--- config.mk ---
export PLATFORM = sky130hd
export DESIGN_NAME = riscv_uart_tx_flat
export DESIGN_NICKNAME = d
export VERILOG_FILES = /design/src/rtl/riscv_uart_tx_pkg.sv /design/src/rtl/riscv_uart_tx_if.sv /design/src/rtl/riscv_fifo.sv /design/src/rtl/riscv_uart_tx.sv /design/src/flat_wrapper.sv
export SDC_FILE = /design/constraint.sdc
export NUM_CORES = 1
export LEC_CHECK = 0
export CORE_MARGIN = 2
export CORE_UTILIZATION = 30
export DETAILED_ROUTE_END_ITERATION = 10
export HOLD_SLACK_MARGIN = 0.06
export SKIP_CTS_REPAIR_TIMING = 1
export SYNTH_ARGS = -nofsm -noshare
export SYNTH_HDL_FRONTEND = slang
export SYNTH_SLANG_ARGS = --single-unit
--- constraint.sdc ---
create_clock -name clk -period 4.7 [get_ports clk]
set_input_delay 1.41 -clock clk [delete_from_list [all_inputs] [get_ports clk]]
set_output_delay 1.41 -clock clk [all_outputs]
set_load 0.005 [all_outputs]
--- src/rtl/riscv_uart_tx_pkg.sv ---
// ---------------------------------------------------------------------------
// riscv_uart_tx_pkg
//   Shared constants and types for the memory-mapped UART transmitter:
//   register offsets inside the 8-byte window, STATUS bit positions, the
//   transmit FSM state encoding and a helper that packs the STATUS word.
// ---------------------------------------------------------------------------
package riscv_uart_tx_pkg;

    // Register offsets inside the window (bits [1:0] are ignored on decode)
    localparam logic [2:0] UART_TXDATA_OFF = 3'h0;
    localparam logic [2:0] UART_STATUS_OFF = 3'h4;

    // STATUS bit positions
    localparam int UART_ST_FULL  = 0;
    localparam int UART_ST_EMPTY = 1;
    localparam int UART_ST_BUSY  = 2;
    localparam int UART_ST_OVF   = 3;

    // Transmit FSM states
    typedef enum logic [1:0] {
        UART_IDLE  = 2'b00,
        UART_START = 2'b01,
        UART_DATA  = 2'b10,
        UART_STOP  = 2'b11
    } uart_state_e;

    // Packs the individual status flags into the 32-bit word seen by loads.
    function automatic logic [31:0] uart_status_word(
        input logic full,
        input logic empty,
        input logic busy,
        input logic ovf
    );
        logic [31:0] word;
        word                = '0;
        word[UART_ST_FULL]  = full;
        word[UART_ST_EMPTY] = empty;
        word[UART_ST_BUSY]  = busy;
        word[UART_ST_OVF]   = ovf;
        return word;
    endfunction

endpackage

--- src/rtl/riscv_uart_tx_if.sv ---
// ---------------------------------------------------------------------------
// riscv_uart_tx_if
//   Core data-memory port as seen by the UART transmitter.
//   data_ce_i   : data-port enable
//   data_we_i   : store strobe
//   data_addr_i : byte address
//   data_i      : store data (bits [7:0] feed TXDATA)
//   sel_o       : address falls inside the UART window (read-mux select)
//   data_o      : combinational read data
//   master = core side, slave = UART side.
// ---------------------------------------------------------------------------
interface riscv_uart_tx_if;
    logic        data_ce_i;
    logic        data_we_i;
    logic [31:0] data_addr_i;
    logic [31:0] data_i;
    logic        sel_o;
    logic [31:0] data_o;

    modport master (
        output data_ce_i,
        output data_we_i,
        output data_addr_i,
        output data_i,
        input  sel_o,
        input  data_o
    );

    modport slave (
        input  data_ce_i,
        input  data_we_i,
        input  data_addr_i,
        input  data_i,
        output sel_o,
        output data_o
    );
endinterface

--- src/rtl/riscv_fifo.sv ---
// ---------------------------------------------------------------------------
// riscv_fifo
//   Synchronous FIFO with combinational head output.
//   clk   : clock, rising edge
//   rst   : asynchronous active-high reset (pointers and count)
//   push  : write din at the tail; accepted if not full or if a pop
//           happens in the same cycle
//   pop   : remove the head; ignored while empty
//   din   : write data
//   dout  : current head entry (combinational)
//   full  : count == DEPTH
//   empty : count == 0
//   count : number of stored entries
// DEPTH must be a power of two so the pointers wrap naturally.
// ---------------------------------------------------------------------------
module riscv_fifo #(
    parameter int WIDTH = 8,
    parameter int DEPTH = 8
) (
    input  logic                   clk,
    input  logic                   rst,
    input  logic                   push,
    input  logic                   pop,
    input  logic [WIDTH-1:0]       din,
    output logic [WIDTH-1:0]       dout,
    output logic                   full,
    output logic                   empty,
    output logic [$clog2(DEPTH):0] count
);

    localparam int PTR_W = $clog2(DEPTH);
    localparam int CNT_W = PTR_W + 1;

    logic [WIDTH-1:0] mem_q [DEPTH];
    logic [PTR_W-1:0] wr_ptr_q, wr_ptr_d;
    logic [PTR_W-1:0] rd_ptr_q, rd_ptr_d;
    logic [CNT_W-1:0] count_q, count_d;
    logic             push_ok;
    logic             pop_ok;

    assign full  = (count_q == CNT_W'(DEPTH));
    assign empty = (count_q == '0);
    assign count = count_q;
    assign dout  = mem_q[rd_ptr_q];

    // A push into a full FIFO still succeeds when the head leaves this cycle
    assign pop_ok  = pop & ~empty;
    assign push_ok = push & (~full | pop_ok);

    always_comb begin
        wr_ptr_d = wr_ptr_q;
        rd_ptr_d = rd_ptr_q;
        count_d  = count_q;
        if (push_ok) begin
            wr_ptr_d = wr_ptr_q + PTR_W'(1);
        end
        if (pop_ok) begin
            rd_ptr_d = rd_ptr_q + PTR_W'(1);
        end
        if (push_ok && !pop_ok) begin
            count_d = count_q + CNT_W'(1);
        end else if (!push_ok && pop_ok) begin
            count_d = count_q - CNT_W'(1);
        end
    end

    always_ff @(posedge clk or posedge rst) begin
        if (rst) begin
            wr_ptr_q <= '0;
            rd_ptr_q <= '0;
            count_q  <= '0;
        end else begin
            wr_ptr_q <= wr_ptr_d;
            rd_ptr_q <= rd_ptr_d;
            count_q  <= count_d;
        end
    end

    // Storage carries no reset; only entries between the pointers are valid
    always_ff @(posedge clk) begin
        if (push_ok) begin
            mem_q[wr_ptr_q] <= din;
        end
    end

endmodule

--- src/rtl/riscv_uart_tx.sv ---
// ---------------------------------------------------------------------------
// riscv_uart_tx
//   Memory-mapped 8N1 UART transmitter on the core data-memory port.
//   Window of 8 bytes at BASE_ADDR:
//     +0 TXDATA : store pushes data_i[7:0] into the TX FIFO, load returns 0
//     +4 STATUS : load returns {28'b0, ovf, busy, empty, full},
//                 store of any value clears the sticky overflow flag
//   clk   : clock, rising edge
//   rst   : asynchronous active-high reset
//   bus   : core data port (slave modport); sel_o/data_o are combinational
//   tx_o  : registered serial output, idle high
//   irq_o : registered, high when the FIFO is empty and the FSM is idle
// ---------------------------------------------------------------------------
module riscv_uart_tx
    import riscv_uart_tx_pkg::*;
#(
    parameter logic [31:0] BASE_ADDR  = 32'h1000_0000,
    parameter int          CLK_DIV    = 868,
    parameter int          FIFO_DEPTH = 8
) (
    input  logic                  clk,
    input  logic                  rst,
    riscv_uart_tx_if.slave        bus,
    output logic                  tx_o,
    output logic                  irq_o
);

    localparam int DIV_W = (CLK_DIV > 2) ? $clog2(CLK_DIV) : 1;
    localparam int CNT_W = $clog2(FIFO_DEPTH) + 1;
    localparam logic [DIV_W-1:0] DIV_LAST = DIV_W'(CLK_DIV - 1);

    // ---------------- bus decode ----------------
    logic        is_txdata;
    logic        is_status;
    logic        push;
    logic        status_wr;
    logic        store;
    logic        unused_bits;

    assign bus.sel_o = (bus.data_addr_i[31:3] == BASE_ADDR[31:3]);
    assign is_txdata = (bus.data_addr_i[2] == UART_TXDATA_OFF[2]);
    assign is_status = (bus.data_addr_i[2] == UART_STATUS_OFF[2]);
    assign store     = bus.data_ce_i & bus.data_we_i & bus.sel_o;
    assign push      = store & is_txdata;
    assign status_wr = store & is_status;

    // Byte lanes inside a word and the upper store data are don't-care
    assign unused_bits = ^{bus.data_addr_i[1:0], bus.data_i[31:8]};

    // ---------------- TX FIFO ----------------
    logic             pop;
    logic [7:0]       fifo_dout;
    logic             fifo_full;
    logic             fifo_empty;
    logic [CNT_W-1:0] fifo_count;

    riscv_fifo #(
        .WIDTH (8),
        .DEPTH (FIFO_DEPTH)
    ) u_fifo (
        .clk   (clk),
        .rst   (rst),
        .push  (push),
        .pop   (pop),
        .din   (bus.data_i[7:0]),
        .dout  (fifo_dout),
        .full  (fifo_full),
        .empty (fifo_empty),
        .count (fifo_count)
    );

    // ---------------- state ----------------
    uart_state_e      state_q, state_d;
    logic [DIV_W-1:0] div_cnt_q, div_cnt_d;
    logic [2:0]       bit_idx_q, bit_idx_d;
    logic [7:0]       shift_q, shift_d;
    logic             tx_q, tx_d;
    logic             irq_q, irq_d;
    logic             ovf_q, ovf_d;
    logic             div_last;

    assign div_last = (div_cnt_q == DIV_LAST);

    // Next-state logic of the serialiser. tx_d is the line level for the
    // state being entered, so tx_o changes on the same edge as the state.
    always_comb begin
        state_d   = state_q;
        div_cnt_d = div_cnt_q;
        bit_idx_d = bit_idx_q;
        shift_d   = shift_q;
        tx_d      = tx_q;
        pop       = 1'b0;
        case (state_q)
            UART_IDLE: begin
                tx_d = 1'b1;
                if (!fifo_empty) begin
                    pop       = 1'b1;
                    shift_d   = fifo_dout;
                    div_cnt_d = '0;
                    tx_d      = 1'b0;
                    state_d   = UART_START;
                end
            end
            UART_START: begin
                if (div_last) begin
                    div_cnt_d = '0;
                    bit_idx_d = '0;
                    tx_d      = shift_q[0];
                    state_d   = UART_DATA;
                end else begin
                    div_cnt_d = div_cnt_q + DIV_W'(1);
                end
            end
            UART_DATA: begin
                if (div_last) begin
                    div_cnt_d = '0;
                    shift_d   = {1'b0, shift_q[7:1]};
                    if (bit_idx_q == 3'd7) begin
                        tx_d    = 1'b1;
                        state_d = UART_STOP;
                    end else begin
                        bit_idx_d = bit_idx_q + 3'd1;
                        tx_d      = shift_q[1];
                    end
                end else begin
                    div_cnt_d = div_cnt_q + DIV_W'(1);
                end
            end
            UART_STOP: begin
                tx_d = 1'b1;
                if (div_last) begin
                    div_cnt_d = '0;
                    state_d   = UART_IDLE;
                end else begin
                    div_cnt_d = div_cnt_q + DIV_W'(1);
                end
            end
            default: begin
                tx_d    = 1'b1;
                state_d = UART_IDLE;
            end
        endcase
    end

    // Sticky overflow: a push that the FIFO cannot take sets it, a STATUS
    // store clears it, and the clear has priority when both coincide.
    always_comb begin
        ovf_d = ovf_q;
        if (status_wr) begin
            ovf_d = 1'b0;
        end else if (push && fifo_full && !pop) begin
            ovf_d = 1'b1;
        end
    end

    // Transmit-done interrupt is sampled from the current cycle's state
    always_comb begin
        irq_d = (fifo_count == '0) && (state_q == UART_IDLE);
    end

    // All FSM and output registers; reset leaves the line high at once
    always_ff @(posedge clk or posedge rst) begin
        if (rst) begin
            state_q   <= UART_IDLE;
            div_cnt_q <= '0;
            bit_idx_q <= '0;
            shift_q   <= '0;
            tx_q      <= 1'b1;
            irq_q     <= 1'b1;
            ovf_q     <= 1'b0;
        end else begin
            state_q   <= state_d;
            div_cnt_q <= div_cnt_d;
            bit_idx_q <= bit_idx_d;
            shift_q   <= shift_d;
            tx_q      <= tx_d;
            irq_q     <= irq_d;
            ovf_q     <= ovf_d;
        end
    end

    // ---------------- outputs ----------------
    assign tx_o  = tx_q;
    assign irq_o = irq_q;

    assign bus.data_o = (bus.sel_o && is_status)
                      ? uart_status_word(fifo_full, fifo_empty,
                                         state_q != UART_IDLE, ovf_q)
                      : 32'h0;

endmodule

--- src/flat_wrapper.sv ---
// flat-port wrapper written by rule: the top's interface ports become plain ports
module riscv_uart_tx_flat import riscv_uart_tx_pkg::*;
#(
    parameter logic [31:0] BASE_ADDR  = 32'h1000_0000,
    parameter int          CLK_DIV    = 868,
    parameter int          FIFO_DEPTH = 8
)
  (clk, rst, tx_o, irq_o, bus_data_ce_i, bus_data_we_i, bus_data_addr_i, bus_data_i, bus_sel_o, bus_data_o);
  riscv_uart_tx_if bus_i ();
  input  logic clk;
  input  logic rst;
  output logic tx_o;
  output logic irq_o;
  input wire logic [$bits(bus_i.data_ce_i)-1:0] bus_data_ce_i;
  input wire logic [$bits(bus_i.data_we_i)-1:0] bus_data_we_i;
  input wire logic [$bits(bus_i.data_addr_i)-1:0] bus_data_addr_i;
  input wire logic [$bits(bus_i.data_i)-1:0] bus_data_i;
  output wire logic [$bits(bus_i.sel_o)-1:0] bus_sel_o;
  output wire logic [$bits(bus_i.data_o)-1:0] bus_data_o;
  assign bus_i.data_ce_i = bus_data_ce_i;
  assign bus_i.data_we_i = bus_data_we_i;
  assign bus_i.data_addr_i = bus_data_addr_i;
  assign bus_i.data_i = bus_data_i;
  assign bus_sel_o = bus_i.sel_o;
  assign bus_data_o = bus_i.data_o;
  riscv_uart_tx #(.BASE_ADDR(BASE_ADDR), .CLK_DIV(CLK_DIV), .FIFO_DEPTH(FIFO_DEPTH)) u_core (.clk(clk), .rst(rst), .bus(bus_i), .tx_o(tx_o), .irq_o(irq_o));
endmodule
==> metrics <==
CP max stage delay approximately 0.52 ns; CTS tree yes; gr usage total 0.117; Routed Antenna Nets 0; Power per Cell Area 296 nW/µm²; largest net degree at the start of global routing 37; hold wc startpoint u_core.shift_q[7]$_DFFE_PP0P_; worst-path fanout max 5; hold path cells 1; synthesized area roughly 4800 µm²; first-pass GRT wire length ~15 mm; RR Startpoint u_core.state_q[1]$_DFFE_PP0P_; largest cells by area after synthesis edfxtp_1 (40%), dfrtp_1 (18%), mux4_2 (7.5%), buf_4 (4.5%), ha_1 (3.4%); area of the die between 15,000 and 20,000 µm²; I/O pin total 103; leakage about 2.1 nW; Worst path slowest cell clkdlybuf4s50_1; clk root buf clkbuf_16; Site Rows 46; initial antenna violation count 0; Slew headroom 0.501; register clock-pin slew on the reported worst setup and hold paths 0.07 ns; register-to-register setup slack 1.68 ns; most common cell in the netlist edfxtp_1; Synth Flop Type edfxtp_1; CTS Buf Count 9; critical path capture point type output pin; CP arrival 3.18 ns; DR vias 2,853; status complete, no violations; Tightest Pin Transition 0.748 ns; Seq/Total Area, Yosys 0.588; H-tree depth 3; Post-synth ARST share 0.360; layout cells sized above 1 0.172; FMAX approximately 0.22 GHz; crit share post-route 0.977; Antenna Cells 0; Max-Cap Viols 0; Nets approximately 480; endpoints failing hold 0; core area 15,800 µm²; clk_lat worst skew 0.35 ns; Crit path top cell by count clkdlybuf4s50_1; routed len/inst 14.5 µm; worst r2r dst u_core.u_fifo.count[3]$_DFFE_PP0P_; CP cell instances clkdlybuf4s50_1 -> nor4_2 -> nand4_2 -> nor2_4 -> and3_1 -> clkdlybuf4s50_1; Worst setup SP type input port; WHS 0.499 ns; post-synth top area share 0.400; routability cong. about 0.76; Synth area leader edfxtp_1; Crit path required time 3.29 ns; R2R depth 12; drt pass-1 iters 4; GR Overflow Total 0; Residual DRC 0; initial core utilization 0.305; routed wire length 8.94 mm; Slew Limit Fails 0; vias per inst 4.62; number of global-route vias before repair 2,951; fin area 5790 µm²; Mapped Avg Cell Area 14.3 µm²; CP Class input port to output pin; Layout area overhead 20.5%; RSZ-0062 raised after global routing no; Synth Instances 337; Clock Skews 0.00944 ns; minimum clock period 4.59 ns; CP top delay family buffers and inverters; CTS sink cnt 100; TNS Setup 0 ns; detailed placement HPWL 6.45 mm; Clock Tree Buf Depth 2; Post-synth EDFFs 64; Die Y approximately 130 µm; Worst VDD drop 0.264 mV; DIE WIDTH between 100 and 150 µm; # setup viols final 0; count of cell types in the netlist 56; Syn. warnings 0; IO buf count 48; Synth Register Bits 100; Synth top cells by count edfxtp_1 (64), dfrtp_1 (34), buf_4 (29); hold crit path type flip-flop to flip-flop; Worst Path Buf+Inv 2; Hold EP u_core.shift_q[7]$_DFFE_PP0P_; placed cell area 5490 µm²; DRT iter0 DRCs 80
[metrics by stage]
| step | cells | utilization | setup slack, ns | total power [mW] |
|---|---|---|---|---|
| after floorplan | 364 | - | 0.935 | 0.987 |
| after global placement | 602 | 0.348 | 0.0582 | 1.01 |
| after detailed placement | 602 | 0.348 | 0.0200 | 1.02 |
| after CTS | 618 | 0.367 | 0.0170 | 1.74 |
| after global routing | 618 | 0.367 | 0.00822 | 1.78 |
| final | 618 | 0.367 | 0.107 | 1.72 |
[where the power goes]
part | internal, mW | total [mW] | switching, mW
registers | 0.936 | 0.936 | 0.00000000268
clock network | 0.374 | 0.720 | 0.347
logic | 0.0331 | 0.0601 | 0.0271
[worst max path at each step]
stage | from | end | slack [ns] | depth (start not counted)
2_1_floorplan | bus_data_addr_i[20] | bus_data_o[0] | 0.93 | 4
3_3_place_gp | bus_data_addr_i[6] | bus_data_o[0] | 0.06 | 6
3_5_place_dp | bus_data_addr_i[13] | bus_data_o[0] | 0.02 | 6
4_1_cts | bus_data_addr_i[13] | bus_data_o[0] | 0.02 | 6
5_1_grt | bus_data_addr_i[6] | bus_data_o[2] | 0.008 | 6
6_report | bus_data_addr_i[13] | bus_data_o[2] | 0.11 | 6
[cell usage in the layout (no fill, tap or decap), types with 5 or more instances in the layout]
cell type         n
nor2_1           11
nand2b_1          6
mux2_2            9
nand2_1          14
clkdlybuf4s50_1  48
a21oi_1           8
inv_1            12
xnor2_1           9
ha_1             13
clkbuf_16         9
nor4_2            5
buf_4            13
mux4_2           16
conb_1           28
nor3_1           10
edfxtp_1         64
and3_1            6
dfrtp_1          34
o21ai_0          11
[per-layer routing]
metal,share of wire,track usage
met4,0.015,0.0325
met3,0.039,0.0297
met2,0.52,0.200
met5,0,0
met1,0.43,0.147
[state kept, by name (all words and copies together), names as in the netlist]
name / cells
u_core.tx_o: 1
u_core.u_fifo.count: 4
u_core.div_cnt_q: 10
u_core.u_fifo.wr_ptr_q: 3
u_core.bit_idx_q: 3
u_core.state_q: 2
u_core.u_fifo.mem_q: 64
u_core.irq_o: 1
u_core.shift_q: 8
u_core.u_fifo.rd_ptr_q: 3
u_core.ovf_q: 1
[final cells by class]
cell class | instances | area [µm²]
Tap cell | 216 | 270
Fill cell | 1521 | 9980
Multi-Input combinational cell | 212 | 1770
Sequential cell | 100 | 2830
Timing Repair Buffer | 61 | 578
Inverter | 13 | 48.8
Clock inverter | 7 | 70.1
Clock buffer | 9 | 225
[worst register-to-register path, delay by kind of cell (launching register included)]
| kind | cells | cell delay, ns |
|---|---|---|
| buf+inv | 3 | 0.43 |
| simple gates | 1 | 0.28 |
| xor+xnor | 1 | 0.14 |
| flops | 1 | 0.42 |
| compound gates | 3 | 0.60 |
| fa+ha+maj | 3 | 0.86 |
| mux | 1 | 0.24 |
[cells by family after synthesis]
kind of cell               Yosys count  share of synthesized area
adders and majority gates           14                     0.0380
other                                1                   0.000780
muxes                               29                      0.104
buffers and inverters               52                     0.0659
AOI/OAI and AO/OA                   47                     0.0674
and+or+nand+nor                     81                      0.112
DFF                                100                      0.588
xor gates and xnor gates            13                     0.0237
No activity file was read; power rests on OpenSTA's default activity.
